[src/rtl/sd_adc_conv_ctrl.sv]
// Conversion sequencer for the sigma-delta ADC core: clear, settle, average, handshake.
// Optional build macro SD_ADC_CTRL_ROUND_EN selects round-half-up averaging instead of truncation.
//
// state  | meaning
// IDLE   | modulator off, waiting for start
// CLEAR  | one-cycle accumulator clear pulse, modulator enabled
// SETTLE | discarding the first SETTLE_WIN window results
// ACQ    | summing 2^AVG_LOG2 window results per output sample
module sd_adc_conv_ctrl #(
    parameter int ACC_W      = 8,
    parameter int AVG_LOG2   = 2,
    parameter int SETTLE_WIN = 2
) (
    input  logic             clk,
    input  logic             rst,
    input  logic             start,
    input  logic             stop,
    input  logic             mode_cont,
    output logic             adc_en,
    output logic             adc_clr,
    input  logic [ACC_W-1:0] accum,
    input  logic             accum_rdy,
    output logic [ACC_W-1:0] digital_out,
    output logic             sample_rdy,
    input  logic             sample_ack,
    output logic             busy,
    output logic             overrun
);

    localparam logic [1:0] S_IDLE   = 2'd0;
    localparam logic [1:0] S_CLEAR  = 2'd1;
    localparam logic [1:0] S_SETTLE = 2'd2;
    localparam logic [1:0] S_ACQ    = 2'd3;

    localparam int SUM_W = ACC_W + AVG_LOG2;
    localparam int AVG_N = 1 << AVG_LOG2;
    localparam int MAX_N = (SETTLE_WIN > AVG_N) ? SETTLE_WIN : AVG_N;
    localparam int CNT_W = $clog2(MAX_N + 1);
    localparam logic [CNT_W-1:0] AVG_CNT = CNT_W'(AVG_N);
    localparam logic [CNT_W-1:0] SET_CNT = CNT_W'(SETTLE_WIN);

    logic [1:0]       state_q, state_d;
    logic [CNT_W-1:0] cnt_q, cnt_d;
    logic [SUM_W-1:0] sum_q, sum_d;
    logic             mode_q, mode_d;
    logic [ACC_W-1:0] dout_q, dout_d;
    logic             rdy_q, rdy_d;
    logic             ovr_q, ovr_d;
    logic [SUM_W-1:0] sum_tot, sum_res;
    logic [ACC_W-1:0] avg_res;

    assign sum_tot = sum_q + SUM_W'(accum);
`ifdef SD_ADC_CTRL_ROUND_EN
    // Half an LSB of the output; collapses to zero when no averaging is done.
    localparam logic [SUM_W-1:0] RND = SUM_W'((1 << AVG_LOG2) >> 1);
    assign sum_res = sum_tot + RND;
`else
    assign sum_res = sum_tot;
`endif
    assign avg_res = ACC_W'(sum_res >> AVG_LOG2);

    always_comb begin
        state_d = state_q;
        cnt_d   = cnt_q;
        sum_d   = sum_q;
        mode_d  = mode_q;
        dout_d  = dout_q;
        rdy_d   = sample_ack ? 1'b0 : rdy_q;
        ovr_d   = ovr_q;
        case (state_q)
            S_IDLE: begin
                sum_d = '0;
                cnt_d = '0;
                if (start && !stop) begin
                    state_d = S_CLEAR;
                    mode_d  = mode_cont;
                    ovr_d   = 1'b0;
                end
            end
            S_CLEAR: begin
                if (SETTLE_WIN == 0) begin
                    state_d = S_ACQ;
                    cnt_d   = AVG_CNT;
                end else begin
                    state_d = S_SETTLE;
                    cnt_d   = SET_CNT;
                end
            end
            S_SETTLE: begin
                if (accum_rdy) begin
                    if (cnt_q == CNT_W'(1)) begin
                        state_d = S_ACQ;
                        cnt_d   = AVG_CNT;
                    end else begin
                        cnt_d = cnt_q - CNT_W'(1);
                    end
                end
            end
            default: begin
                if (accum_rdy) begin
                    if (cnt_q == CNT_W'(1)) begin
                        dout_d = avg_res;
                        rdy_d  = 1'b1;
                        if (rdy_q && !sample_ack) ovr_d = 1'b1;
                        sum_d  = '0;
                        cnt_d  = AVG_CNT;
                        if (!mode_q) state_d = S_IDLE;
                    end else begin
                        sum_d = sum_tot;
                        cnt_d = cnt_q - CNT_W'(1);
                    end
                end
            end
        endcase
        // Abort keeps the last presented sample and its handshake intact.
        if (stop && state_q != S_IDLE) begin
            state_d = S_IDLE;
            sum_d   = '0;
            cnt_d   = '0;
            dout_d  = dout_q;
            rdy_d   = sample_ack ? 1'b0 : rdy_q;
            ovr_d   = ovr_q;
        end
    end

    always_ff @(posedge clk) begin
        if (rst) begin
            state_q <= S_IDLE;
            cnt_q   <= '0;
            sum_q   <= '0;
            mode_q  <= 1'b0;
            dout_q  <= '0;
            rdy_q   <= 1'b0;
            ovr_q   <= 1'b0;
        end else begin
            state_q <= state_d;
            cnt_q   <= cnt_d;
            sum_q   <= sum_d;
            mode_q  <= mode_d;
            dout_q  <= dout_d;
            rdy_q   <= rdy_d;
            ovr_q   <= ovr_d;
        end
    end

    assign adc_en      = (state_q != S_IDLE);
    assign busy        = (state_q != S_IDLE);
    assign adc_clr     = (state_q == S_CLEAR);
    assign digital_out = dout_q;
    assign sample_rdy  = rdy_q;
    assign overrun     = ovr_q;

endmodule
[config.mk]
export PLATFORM = sky130hd
export DESIGN_NAME = sd_adc_conv_ctrl
export DESIGN_NICKNAME = d
export VERILOG_FILES = /design/src/rtl/sd_adc_conv_ctrl.sv
export SDC_FILE = /design/constraint.sdc
export NUM_CORES = 1
export LEC_CHECK = 0
export ABC_AREA = 1
export BUFFER_PORTS_ARGS = -buffer_cell sky130_fd_sc_hd__buf_2
export CORE_UTILIZATION = 60
export DETAILED_ROUTE_END_ITERATION = 10
export PLACE_DENSITY = 0.9
export SLEW_MARGIN = 20
export SYNTH_ARGS = -nofsm -noshare
export SYNTH_HDL_FRONTEND = slang
export SYNTH_SLANG_ARGS = --single-unit
[constraint.sdc]
create_clock -name clk -period 3.55 [get_ports clk]
set_clock_uncertainty 0.2 [all_clocks]
set_input_delay 0.355 -clock clk [delete_from_list [all_inputs] [get_ports clk]]
set_output_delay 0.355 -clock clk [all_outputs]
set_load 0.01 [all_outputs]
==> reports/qor.csv, run 1 <==
stage;metric;value;unit
logic_synthesis;synthesis.nets;268;
logic_synthesis;async_flop_share;0;%
clocking;insertion_delay;0.32;ns
cells_and_area;fin_nets;295;
floorplan;io_pins;28;
pwr;p_sw_share;43.2;%
logic_synthesis;yosysTopAreaCell;dfxtp_1;
timing;setup_viol_count_final;0;
pwr;cellLeakagePower;0.923;nW
logic_synthesis;synth_cells;238;
routing;finalWirelength;3260;um
clocking;cts.reportedPaths.clkPinSlew;0.14;ns
clocking;cts_sinks;26;
cells_and_area;final_layout_size_suffix_gt1_share;17.8;%
hold_path;min_path_type;in2reg;
worst_setup_path;end_kind;register;
routing;wl_per_cell;11.1;um
logic_synthesis;synthesis.area;1650;um2
timing;hold_violations;0;
clocking;cts_setup_buffers;0;
global_route;grt_pass1_vias;1337;
worst_setup_path;worstPathRequired;3.60;ns
logic_synthesis;yosys-top-cells-area;dfxtp_1 31%, nand2_1 14%, ha_1 11%, inv_1 7.3%, a21oi_1 5.4%;
worst_setup_path;start_kind;register;
routing;drc_errors;0;
floorplan;die_h;54.5;um
floorplan;die_w;54.5;um
worst_setup_path;cp_slowest_stage_delay;0.42;ns
cells_and_area;area_growth;10.2;%
clocking;clockBufferDepth;2;
pwr;seqPwrFrac;36.1;%
pwr;p_int;0.566;mW
floorplan;row_count;18;
floorplan;fp.coreArea;2540;um2
outcome;outcome;finished clean;
placed_design;place_ws;1.47;ns
logic_synthesis;yosysWarnings;0;
routing;met3_length;125;um
routing;post_drt_via_cell_ratio;5.28;
timing;max_slew.worst_pin.slew;0.536;ns
timing;slew_headroom;64.2;%
timing;fin_ws;1.54;ns
worst_setup_path;crit_arrival;2.05;ns
logic_synthesis;yosys-top-cells-count;62 x nand2_1, 32 x inv_1, 26 x dfxtp_1, 24 x nor2_1, 18 x a21oi_1;
logic_synthesis;synth-edff-count;0;
global_route;track_usage;23.9;%
global_route;grt_pass1_wl;5100;um
pwr;power;0.997;mW
cells_and_area;diodes;0;
timing;fin_hold_ws;0.0885;ns
clocking;ctsResizeCount;0;
cells_and_area;fill_cells;224;
routing;antenna_left;0;
worst_setup_path;crit_type;reg2reg;
pwr;power.share.clock;15.0;%
global_route;globalRouteOverflowTotal;0;
logic_synthesis;synth_area_per_cell;6.95;um2
logic_synthesis;ys_types;33;
routing;dr.first_iter.drc_count;41;
clocking;hold_buffers;0;
global_route;grt_max_degree;16;
pwr;vdd_drop_max;0.000576;V
timing;fmax;499;MHz
floorplan;start_util;65.0;%
global_route;antenna_found_initial;0;
routing;maxUsedRoutingLayer;met4;
pwr;p_comb_share;48.9;%
clocking;cts_root_buffer;clkbuf_4;
timing;rsz0062_at_grt;no;
timing;fin_crit_sh;56.5;%
floorplan;dieArea;2970;um2
clocking;cts_tree;built;
run;maxCapViolations;0;
timing;fin_crit;2.01;ns
routing;vias;1551;
worst_setup_path;critPathMaxFanout;3;
clocking;cts_made_buffers;3;
logic_synthesis;ys_seq_area_share;31.5;%
placed_design;port_buffers;27;
routing;dr.pass1.iters;4;
pwr;switching_power;0.431;mW
placed_design;gp_congestion;0.845;
logic_synthesis;ys_seq_elements;26;
worst_setup_path;path_common_cell;nand2_1;
pwr;power.density;547;nW/um2
worst_setup_path;slowest_stage;fa_1;
placed_design;dpl.hpwl;2620;um
logic_synthesis;yosysMostFrequentCell;nand2_1;
logic_synthesis;ys.flop_type;dfxtp_1;
cells_and_area;utilization;71.6;%
clocking;htreeDepth;1;
logic_synthesis;synth_top_area_share;31.5;%
worst_setup_path;crit_chain;ha_1 -> inv_1 -> fa_1 -> o21ai_2 -> nand2_1 -> nand2_1 -> nand2_1 -> nand2_1 -> nand2_1 -> nand2_1 -> inv_1;
timing;finalMaxSlewViolations;0;
timing;tns;0;ns
routing;wl_met2;1600;um
routing;wl_met1;1500;um
## power groups by stage
| stage | Combinational [mW] | Clock, mW | Sequential, mW |
|---|---|---|---|
| after CTS | 0.490 | 0.156 | 0.360 |
| after global placement | 0.478 | 0 | 0.365 |
| after detailed placement | 0.487 | 0 | 0.367 |
| after floorplan | 0.401 | 0 | 0.364 |
| after global routing | 0.554 | 0.164 | 0.366 |
| final | 0.488 | 0.150 | 0.360 |
## flip-flops by register name, summed over array words and instances (netlist names)
name,count
sum_q,10
state_q,2
overrun,1
sample_rdy,1
mode_q,1
digital_out,8
cnt_q,3
## critical path, delay by kind of cell (launching register included)
| kind | cells | cell delay (ns) |
|---|---|---|
| buffers and inverters | 2 | 0.11 |
| AOI/OAI and AO/OA | 1 | 0.23 |
| and+or+nand+nor | 6 | 0.42 |
| DFF | 1 | 0.38 |
| adders and majority gates | 2 | 0.60 |
## per-stage QoR
stage          instances  instance area [um2]
2_1_floorplan        238                 1650
3_3_place_gp         290                 1790
3_5_place_dp         290                 1790
4_1_cts              294                 1820
5_1_grt              294                 1820
6_report             294                 1820
## path summary, 6_finish.rpt
kind | startpoint | endpoint | slack, ns | cells past startpoint
worst min register to register | overrun | overrun | 0.25 | 2
worst max-delay path | sum_q[0] | digital_out[6] | 1.54 | 11
worst max register to register | sum_q[0] | digital_out[6] | 1.54 | 11
worst min-delay path | mode_cont | mode_q | 0.09 | 3
## placed cells by master, fill, tap and decap left out
cell type  netlist  layout
a211oi_1         2       2
a21boi_0         1       1
a21o_1           1       1
a21oi_1         18      18
a21oi_2          2       2
a22oi_2          1       1
a31oi_1          1       1
buf_2            2      27
clkbuf_4         0       3
clkbuf_8         0       1
dfxtp_1         26      26
fa_1             1       1
ha_1            14      14
inv_1           32      32
inv_2            2       2
nand2_1         62      62
nand2_2          2       2
nand3_1         14      14
nand3b_1         2       2
nand4_1          2       2
nor2_1          24      24
nor2_2           6       6
nor2_4           1       1
nor2_8           1       1
nor3_1           2       2
o211ai_1         1       1
o21a_1           1       1
o21ai_0          6       6
o21ai_1          3       3
o21ai_2          1       1
o21bai_1         1       1
xnor2_1          1       1
xor2_1           2       2
## logic make-up (layout without fill, tap and decap cells)
group                    count (synthesis)  in the layout  share of synthesized area [%]
AO/OA/AOI/OAI                           39             39                           14.1
buffers and inverters                   39             65                           10.1
flip-flops                              26             26                           31.5
AND/OR/NAND/NOR                        116            116                           30.9
adder cells (fa/ha/maj)                 15             15                           11.8
XOR/XNOR                                 3              3                           1.59
## per-layer routing
layer	vias to the layer above	GRT usage, %
met5	-	0
met4	0	9.83
met3	2	5.83
met2	36	43.9
met1	696	25.9
li1	817	-
## layout make-up
type,count,area [um2],share of cell area [%]
tap,30,37.5,2.06
clock buffer,4,36.3,1.99
timing repair buffer,27,135,7.41
sequential,26,520,28.6
multi-input combinational,173,966,53.0
inverter,34,128,7.00
Note: power is estimated with default switching activity, not from simulation.
==> run 2, diff against run 1 <==
- CORE_UTILIZATION: 60 -> 55
- PLACE_DENSITY: 0.9 -> 0.84
- clock period: 3.55 -> 1.91 ns (I/O delays scaled with it)
==> run 2 against run 1 <==
  * Critical path depth decreased by 1
  * Sequential cell count stayed put
  * Cell area up 7.8%
  * Register-to-register slack lost 1.5 ns
  * Sequential power grew 85%
  * Combinational power grew 100%
  * Utilization down 1.6 points
  * Routed wire length grew 7.1%
  * The run now ends with design-rule violations left
  * Power rose by 95%
  * Cell count is 4.4% higher
==> reports/qor.csv, run 2 (synthesis results as in run 1) <==
stage;metric;value;unit;change
global_route;globalRouteOverflowTotal;0;;unchanged
routing;drc_errors;2;;+2
hold_path;min_path_cells;4;;+1
floorplan;dieArea;3230;um2;+8.8%
placed_design;gp_congestion;0.872;;+3.2%
global_route;antenna_found_initial;0;;unchanged
cells_and_area;largest_reg_flops;10;;unchanged
placed_design;port_buffers;27;;unchanged
worst_setup_path;worstPathRequired;1.96;ns;-1.64 ns
clocking;htreeDepth;1;;unchanged
timing;rsz0062_at_grt;yes;;
clocking;clockBufferDepth;2;;unchanged
timing;max_slew.worst_pin.slew;0.298;ns;-0.238 ns
timing;fin_crit_sh;98.5;%;+42 points
floorplan;fp.coreArea;2810;um2;+10%
floorplan;die_w;56.8;um;+4.3%
floorplan;start_util;59.0;%;-6.0 points
worst_setup_path;rrSetupSlack;0.03;ns;-1.52 ns
clocking;cts_tree;built;;
routing;dr.pass1.iters;7;;+3
placed_design;dpl.hpwl;2610;um;-0.11%
clocking;cts_root_buffer;clkbuf_4;;
timing;fmax;532;MHz;+6.6%
worst_setup_path;crit_type;reg2reg;;
clocking;insertion_delay;0.33;ns;about the same
pwr;cellLeakagePower;0.982;nW;+6.4%
timing;tns;0;ns;unchanged
outcome;outcome;finished with violations;;
hold_path;holdPathEnd;overrun;;
global_route;track_usage;23.6;%;-0.30 points
timing;finalMaxSlewViolations;0;;unchanged
timing;slew_headroom;80.1;%;+16 points
worst_setup_path;reg2reg_depth;10;;-1
routing;dr.first_iter.drc_count;75;;+83%
timing;hold_violations;0;;unchanged
routing;vias;1602;;+3.3%
routing;wl_met2;1820;um;+13%
outcome;violations;design-rule violations;;
pwr;vdd_drop_max;0.000699;V;+22%
routing;wl_met1;1510;um;+1.1%
pwr;switching_power;0.838;mW;+95%
cells_and_area;final_cells;307;;+4.4%
pwr;p_comb_share;51.2;%;+2.3 points
worst_setup_path;r2r_end;digital_out[4];;
worst_setup_path;critPathMaxFanout;3;;unchanged
pwr;power.density;991;nW/um2;+81%
floorplan;die_h;56.8;um;+4.3%
cells_and_area;fin_nets;307;;+4.1%
clocking;cts_sinks;26;;unchanged
routing;maxUsedRoutingLayer;met4;;
floorplan;row_count;19;;+1
cells_and_area;regMostFlops;sum_q;;
global_route;grt_pass1_vias;1485;;+11%
worst_setup_path;rr_startpoint;sum_q[0];;
cells_and_area;final_cell_mix;62 x nand2_1, 31 x inv_1, 27 x buf_2;;
timing;setup_viol_count_final;0;;unchanged
pwr;power;1.95;mW;+95%
routing;post_drt_via_cell_ratio;5.22;;-1.1%
floorplan;io_pins;28;;unchanged
timing;fin_crit;1.88;ns;-0.125 ns
cells_and_area;diodes;0;;unchanged
routing;finalWirelength;3490;um;+7.1%
worst_setup_path;crit_arrival;1.93;ns;-0.12 ns
clocking;cts.reportedPaths.clkPinSlew;0.14;ns;about the same
clocking;cts_made_buffers;3;;unchanged
global_route;grt_pass1_wl;6030;um;+18%
pwr;seqPwrFrac;34.1;%;-2.0 points
routing;met3_length;109;um;-13%
global_route;grt_max_degree;15;;-1
cells_and_area;final_layout_size_suffix_gt1_share;22.5;%;+4.7 points
cells_and_area;area_growth;18.8;%;
hold_path;min_path_type;in2reg;;
cells_and_area;final_common_cell;nand2_1;;
routing;wl_per_cell;11.4;um;+2.5%
hold_path;hp-start;stop;;
pwr;power.share.clock;14.7;%;-0.3 points
run;maxCapViolations;0;;unchanged
worst_setup_path;end_kind;register;;
pwr;p_sw_share;43.0;%;-0.21 points
placed_design;placed_cells;296;;+2.1%
routing;antenna_left;0;;unchanged
worst_setup_path;start_kind;register;;
pwr;p_int;1.11;mW;+96%
run 2: cell count changes in the layout (fill, tap and decap cells not counted), sizes merged:
cell and change:
buf +7, dlygate4sd3 +5
run 2: worst max-delay path: stages, from the launching register on:
cell and delay (ns):
dfxtp_2 0.36, ha_2 0.19, inv_2 0.06, fa_2 0.39, o21ai_4 0.19, nand2_1 0.09
nand2_1 0.07, nand2_1 0.06, nand2_1 0.07, a21o_1 0.10, inv_1 0.03
run 2: layer usage:
layer / vias to the layer above / GRT usage, %
li1: 835 / -
met1: 732 / 27.2
met2: 29 / 44.4
met3: 6 / 4.61
met4: 0 / 5.92
met5: - / 0
run 2: power by group through the flow:
stage,clock [mW],combinational (mW),sequential (mW)
2_1_floorplan,0,0.746,0.676
3_3_place_gp,0,0.927,0.672
3_5_place_dp,0,0.948,0.677
4_1_cts,0.297,0.960,0.665
5_1_grt,0.322,1.12,0.675
6_report,0.286,0.998,0.665
run 2: worst max path at each step:
stage                                 to      from  cells past startpoint  slack (ns)
final                     digital_out[4]  sum_q[0]                     10        0.03
after global routing      digital_out[6]  sum_q[0]                     11       -0.06
after CTS                 digital_out[4]  sum_q[0]                     10        0.02
after detailed placement  digital_out[4]  sum_q[0]                     10      -0.005
after global placement    digital_out[4]  sum_q[0]                     10        0.05
after floorplan           digital_out[4]  sum_q[0]                     10        0.11
run 2: layout make-up:
cell class	count	area (um2)
Sequential cell	26	522
Multi-Input combinational cell	173	991
Inverter	34	128
Timing Repair Buffer	39	250
Clock buffer	4	36.3
Tap cell	31	38.8
Fill cell	232	840
run 2: repair_timing:
action                     4_1_cts  5_1_grt
resized for setup                1        9
setup endpoints to repair        2       13
hold endpoints to repair         5        0
setup buffers                    0        2
pin swaps                        1        2
hold buffers                     5        0
run 2: metrics by stage:
stage / setup WS [ns] / hold WS, ns / instance area, um2 / util, %
after floorplan: 0.113 / 0.151 / 1650 / -
after global placement: 0.0451 / 0.235 / 1840 / 65.5
after detailed placement: -0.00459 / 0.250 / 1840 / 65.5
after CTS: 0.0200 / 0.0190 / 1930 / 68.6
after global routing: -0.0567 / 0.0232 / 1970 / 70.1
final: 0.0295 / 0.0273 / 1970 / 70.1
